--- src/rtl/uart_tx_ctrl_pkg.sv ---
// Shared definitions for the UART transmit path: framer FSM states and baud timing constants.
package uart_tx_ctrl_pkg;

  typedef enum logic [2:0] {
    ST_IDLE,
    ST_START,
    ST_DATA,
    ST_PARITY,
    ST_STOP,
    ST_DONE
  } tx_state_e;

  localparam int unsigned CLK_HZ   = 50_000_000;
  localparam int unsigned BAUD     = 9600;
  localparam int unsigned BPS_DIV  = 5208;
  localparam int unsigned BPS_HALF = 2603;

  function automatic logic parity_bit(input logic acc, input logic odd);
    return acc ^ odd;
  endfunction

endpackage

--- src/rtl/uart_tx_ctrl.sv ---
// UART transmit framer: one byte per valid/ready handshake, sent LSB-first as
// start/data/optional parity/stop bits, paced by the BPS_CLK tick it enables via Count_Sig.
module uart_tx_ctrl
  import uart_tx_ctrl_pkg::*;
#(
  parameter int unsigned DATA_BITS  = 8,
  parameter int unsigned PARITY_EN  = 0,
  parameter int unsigned PARITY_ODD = 0,
  parameter int unsigned STOP_BITS  = 1
) (
  input  logic                 sclk,
  input  logic                 RSTn,
  input  logic [DATA_BITS-1:0] tx_data,
  input  logic                 tx_valid,
  output logic                 tx_ready,
  input  logic                 BPS_CLK,
  output logic                 Count_Sig,
  output logic                 TX_Pin_Out,
  output logic                 tx_busy,
  output logic                 tx_done
);

  localparam logic [2:0] LAST_BIT  = 3'(DATA_BITS - 1);
  localparam logic       LAST_STOP = 1'(STOP_BITS - 1);
  localparam logic       HAS_PAR   = (PARITY_EN != 0);
  localparam logic       ODD_PAR   = (PARITY_ODD != 0);

  tx_state_e            state_q;
  logic [DATA_BITS-1:0] shreg_q;
  logic [2:0]           bit_cnt_q;
  logic                 stop_cnt_q;
  logic                 par_q;
  logic                 tx_q;
  logic                 count_q;
  logic                 done_q;

  assign tx_ready   = (state_q == ST_IDLE);
  assign tx_busy    = (state_q != ST_IDLE);
  assign Count_Sig  = count_q;
  assign TX_Pin_Out = tx_q;
  assign tx_done    = done_q;

  always_ff @(posedge sclk or negedge RSTn) begin
    if (!RSTn) begin
      state_q    <= ST_IDLE;
      shreg_q    <= '0;
      bit_cnt_q  <= '0;
      stop_cnt_q <= 1'b0;
      par_q      <= 1'b0;
      tx_q       <= 1'b1;
      count_q    <= 1'b0;
      done_q     <= 1'b0;
    end else begin
      done_q <= 1'b0;
      case (state_q)
        // BPS_CLK is deliberately not examined here: idle and accept-cycle ticks are dropped.
        ST_IDLE: begin
          if (tx_valid) begin
            shreg_q <= tx_data;
            par_q   <= 1'b0;
            count_q <= 1'b1;
            state_q <= ST_START;
          end
        end
        ST_START: begin
          if (BPS_CLK) begin
            tx_q      <= 1'b0;
            bit_cnt_q <= '0;
            state_q   <= ST_DATA;
          end
        end
        ST_DATA: begin
          if (BPS_CLK) begin
            tx_q      <= shreg_q[0];
            shreg_q   <= shreg_q >> 1;
            par_q     <= par_q ^ shreg_q[0];
            bit_cnt_q <= bit_cnt_q + 3'd1;
            if (bit_cnt_q == LAST_BIT) begin
              stop_cnt_q <= 1'b0;
              state_q    <= HAS_PAR ? ST_PARITY : ST_STOP;
            end
          end
        end
        ST_PARITY: begin
          if (BPS_CLK) begin
            tx_q    <= parity_bit(par_q, ODD_PAR);
            state_q <= ST_STOP;
          end
        end
        ST_STOP: begin
          if (BPS_CLK) begin
            tx_q       <= 1'b1;
            stop_cnt_q <= stop_cnt_q + 1'b1;
            if (stop_cnt_q == LAST_STOP) state_q <= ST_DONE;
          end
        end
        // Extra tick so the final stop bit is held a full period before Count_Sig drops.
        ST_DONE: begin
          if (BPS_CLK) begin
            count_q <= 1'b0;
            done_q  <= 1'b1;
            state_q <= ST_IDLE;
          end
        end
        default: state_q <= ST_IDLE;
      endcase
    end
  end

endmodule
--- config.mk ---
export PLATFORM = sky130hd
export DESIGN_NAME = uart_tx_ctrl
export DESIGN_NICKNAME = d
export VERILOG_FILES = /design/src/rtl/uart_tx_ctrl_pkg.sv /design/src/rtl/uart_tx_ctrl.sv
export SDC_FILE = /design/constraint.sdc
export NUM_CORES = 1
export LEC_CHECK = 0
export ABC_CLOCK_PERIOD_IN_PS = 2700
export CORE_UTILIZATION = 56
export CTS_CLUSTER_SIZE = 16
export DETAILED_ROUTE_END_ITERATION = 10
export PLACE_DENSITY = 0.8
export SKIP_LAST_GASP = 1
export SLEW_MARGIN = 30
export SYNTH_ARGS = -nofsm -noshare
export SYNTH_HDL_FRONTEND = slang
export SYNTH_SLANG_ARGS = --single-unit
--- constraint.sdc ---
create_clock -name sclk -period 2.7 [get_ports sclk]
set_clock_uncertainty 0.15 [all_clocks]
set_input_delay 0.405 -clock sclk [delete_from_list [all_inputs] [get_ports sclk]]
set_output_delay 0.405 -clock sclk [all_outputs]
set_load 0.005 [all_outputs]
======== Yosys cells after proc, flatten, opt, wreduce, memory -nomap -nowiden ========
Cells that the tools add are included.
word-level totals
  bits in registers ....................... 19
  input port bits ......................... 12
  output and inout bits ................... 5
  logic and storage cells ................. 68
operators by class
  add/subtract/negate cells ............... 2
  eq/ne operators ......................... 14
  multiplexer cells ....................... 30
  bitwise operators ....................... 1
  reductions and logical operators ........ 13
operator list
  cell                 count
  $mux 3               9
  $pmux 3 s6           1
  $mux 8               2
  $ne 2x2->1 const B   8
  $pmux 8 s2           1
  $mux 1               12
  $eq 3x3->1 const B   3
  $reduce_and 3->1     3
  $reduce_and 8->1     1
  $reduce_bool 2->1    4
  $eq 3x2->1 const B   2
  $pmux 1 s2           3
  $pmux 3 s2           1
  $reduce_and 5->1     1
  $pmux 1 s4           1
  $reduce_and 4->1     1
  $reduce_bool 4->1    1
  $add 3x1->3 const B  1
  $eq 3x1->1 const B   1
  $logic_not 3->1      1
  $reduce_bool 3->1    1
  $add 1x1->1 const B  1
  $xor 1x1->1          1

======== Logic depth before layout (Yosys ltp) ========
  depth after elaboration ................. 4
  depth in mapped cells ................... 6
  mapped depth without buffers ............ 5

======== Worst setup path after synthesis ========
Ideal clock, no wire load.
  path type ............................... register to register
  start point ............................. register bit_cnt_q[0]
  end point ............................... register bit_cnt_q[2]
  library setup time ...................... 0.121 ns
  arrival time ............................ 1.345 ns
  required time ........................... 2.429 ns
  slack ................................... 1.084 ns
  cell stages (with the launch flop) ...... 6
  path buffers ............................ 0
  cells stage by stage .................... dfrtp_1 > ha_1 > ha_1 > nor2b_1 > a22o_1 > a22o_1
on the way
  cells in the longest elaborated chain, start to end .. 3
ends and longest elaborated chain
  element                 line                text
  start, declared         uart_tx_ctrl.sv:30  logic [2:0] bit_cnt_q;
  start signal, assigned  uart_tx_ctrl.sv:77  bit_cnt_q <= bit_cnt_q + 3'd1;
  $add 3x1->3             uart_tx_ctrl.sv:77
  $mux 3                  uart_tx_ctrl.sv:73  if (BPS_CLK) begin
  $pmux 3 s2              uart_tx_ctrl.sv:55  case (state_q)
Every way passes these cells. The select of a mux whose other input is x is not followed.
A chain may end at the register's enable or synchronous reset.

======== Final worst setup path ========
  start point ............................. register state_q[1]
  end point ............................... output port tx_busy
on the way
  cells in the longest elaborated chain, start to end .. 1
ends and longest elaborated chain
  element                 line                text
  start, declared         uart_tx_ctrl.sv:28  tx_state_e state_q;
  start signal, assigned  uart_tx_ctrl.sv:80  state_q <= HAS_PAR ? ST_PARITY : ST_STOP;
  $reduce_bool 3->1       uart_tx_ctrl.sv:38  assign tx_busy = (state_q != ST_IDLE);
  end, declared           uart_tx_ctrl.sv:19  output logic tx_busy,
Every way passes these cells.

==> summary.md <==
| Metric | Value |
|---|---|
| Outcome | `finished clean` |
| Syn avg cell area | `11.5 sq um` |
| Clk sinks | `19` |
| Mapped Area | `0.00106 sq mm` |
| Gate Count Post-Synth | `92` |
| Via density | `5.40` |
| PD cells | `1080 mW/mm^2` |
| Xor-xnor portion of the synthesized cell area | `0` |
| GR Util All Layers | `0.210` |
| Cell Chain, Critical Path | `nor3_1, inv_1, clkdlybuf4s50_1` |
| Required time worst endpoint | `2.14 ns` |
| Total wire length | `1.87 mm` |
| Diodes inserted | `0` |
| Largest net degree at the start of global routing | `20` |
| P_leak | `0.557 nW` |
| CP endpoint kind | `output pin` |
| Worst Max-Slew Pin Slew | `0.565 ns` |
| Max VDD drop | `0.692 mV` |
| Dominant combinational cell family by area after synthesis | `multiplexers` |
| Overflow left after global routing | `0` |
| # IOs | `17` |
| DR WL/cell | `14.2 microns` |
| Fin nets | `121` |
| CTS tree | `built` |
| Bufs on Longest Clock Path | `2` |
| CP Launch Type | `register` |
| Die X | `45.5 microns` |
| Commonest non-fill, non-tap cells in the layout | `dfrtp_1, clkdlybuf4s50_1, mux2_2, mux2_4, a22o_1` |
| Crit-path max cell delay | `0.71 ns` |
| Max-slew violations | `0` |
| Vias in the first global route | `650` |
| FMAX | `428 MHz` |
| Area of placed instances | `0.00120 sq mm` |
| Slew margin rel. | `0.623` |
| Final Power | `1.33 mW` |
| Netlist cell types | `32` |
| FF+latch count, synth | `19` |
| DRT antenna net count | `0` |
| Final instance area | `0.00123 sq mm` |
| Simple-gate portion of the synthesized area | `0.126` |
| CTS resizes | `0` |
| Gpl congestion | `0.688` |
| Initial antenna violation count | `0` |
| Num CTS Buffers | `3` |
| Worst Hold Class | `register to register` |
| Max FO, Critical Path | `16` |
| Placement Setup Slack | `0.364 ns` |
| Root buf cell | `clkbuf_4` |
| Critical path buffer and inverter count | `2` |
| Cell Rows | `15` |
| H-Tree Level Count | `1` |
| FFs w/ async S/R, synth | `1.00` |
| Setup violations, final | `0` |
| Syn_nets | `106` |
| Post-route setup slack | `0.366 ns` |
| # fillers | `131` |
| Global-route wire length before repair | `2.99 mm` |
| Port bufs | `16` |
| # DRC | `0` |
| Final Hold Vio Count | `0` |
| Critical path's top delay family | `flip-flops` |
| Total die area | `0.00207 sq mm` |
| Synth Warn # | `0` |
| Starting Density | `0.608` |
| CP max-delay cell | `dfrtp_1` |
| Post-synthesis mux area share | `0.192` |
| Worst path arrival time | `1.78 ns` |
| TritonRoute pass-1 iters | `3` |
| Top FF cell, synth | `dfrtp_1` |
| Sequential-to-total area share from yosys stat | `0.449` |
| Core ar. | `0.00175 sq mm` |
| Tmin final | `2.33 ns` |
| Synth Area in Compound Gates | `0.144` |
| Via total after detailed routing | `708` |
| Critical path class | `register to output pin` |
| Die height | `45.5 microns` |
| HPWL Detailed | `1.28 mm` |
| Post-Synth Adder-Cell Area | `0.0236` |
| Share of cells above drive strength 1 | `0.217` |
| Clock latency on the worst-skew pair | `0.30 ns` |
| Max cap viols | `0` |
| Unrepaired setup endpoints after global routing | `false` |
| P&R area growth vs syn | `16.4%` |
| Post-synth EDFFs | `0` |
| 1st-iter DRT viols | `8` |
| Leading cell type in the layout, fill and taps excluded | `dfrtp_1` |
| Clock-pin slew on the worst setup and hold paths | `0.11 ns` |
| Setup TNS | `0 ns` |
| Tcrit/Tclk final | `0.864` |
[final timing paths]
path / slack (ns) / start / endpoint / depth (start not counted)
setup / recovery: 0.37 / state_q[1] / tx_busy / 3
hold / removal: 0.33 / par_q / par_q / 1
setup reg to reg: 0.67 / state_q[1] / shreg_q[2] / 3
hold reg to reg: 0.33 / par_q / par_q / 1
max in group asynchronous: 1.66 / RSTn / TX_Pin_Out / 2
min in group asynchronous: 0.41 / RSTn / shreg_q[4] / 2
[synthesized netlist by cell type (2+ instances only)]
library cell	number	area (sq um)
inv_1	3	11.3
o21ai_0	3	15.0
a21oi_1	3	15.0
ha_1	2	25.0
a22o_1	7	61.3
dfrtp_1	18	450
mux2_2	7	78.8
mux2i_1	2	20.0
nand2_1	4	15.0
buf_2	4	20.0
nor2b_1	6	37.5
buf_6	3	33.8
nor4b_1	2	17.5
mux2_4	7	105
nor2_1	4	15.0
[report_power, final]
group | internal (mW) | switching, mW | total, mW
Combinational | 0.391 | 0.209 | 0.600
Clock | 0.0553 | 0.0910 | 0.146
Sequential | 0.421 | 0.161 | 0.582
[state kept, by name (all words and copies together) (netlist names)]
| register | flops |
|---|---|
| state_q | 3 |
| Count_Sig | 1 |
| stop_cnt_q | 1 |
| bit_cnt_q | 3 |
| par_q | 1 |
| tx_done | 1 |
| shreg_q | 8 |
| TX_Pin_Out | 1 |
[worst register-to-register path, cell delays in order (launching register included)]
cell	delay, ns
dfrtp_1	0.71
mux2i_1	0.14
or3_1	0.54
mux2_4	0.37
[routing by layer]
metal | wire, microns | part of all wire | track usage | up-vias
met2 | 844 | 0.45 | 0.303 | 13
met1 | 934 | 0.50 | 0.293 | 331
met3 | 49 | 0.026 | 0.0357 | 4
met4 | 37 | 0.020 | 0.127 | 0
li1 | - | - | - | 360
met5 | 0 | 0 | 0 | -
[per-stage QoR]
stage,hold slack (ns),util,instances
global placement,0.299,0.689,126
floorplan,-0.0406,-,92
finish,0.327,0.708,131
detailed placement,0.314,0.689,126
CTS,0.330,0.705,130
global route,0.339,0.708,131
[kinds of logic after synthesis]
group           count (synthesis)
fa+ha+maj                       2
flops                          19
mux                            16
buf+inv                        11
simple gates                   23
compound gates                 21
[area by class of cell]
| type | count | area, sq um | area share |
|---|---|---|---|
| clock buffers | 3 | 22.5 | 0.0182 |
| clock inverters | 1 | 5.00 | 0.00405 |
| flip-flops and latches | 19 | 477 | 0.386 |
| well taps | 25 | 31.3 | 0.0253 |
| multi-input cells | 62 | 515 | 0.417 |
| inverters | 3 | 11.3 | 0.00912 |
| repair buffers | 18 | 173 | 0.140 |
[repair_timing]
action / 4_1_cts / 5_1_grt
endpoints found under the hold margin: 0 / 18
hold buffers: 0 / 1
setup endpoints to repair: 0 / 0
buffers inserted: 0 / 0
No activity file was read; power rests on OpenSTA's default activity.
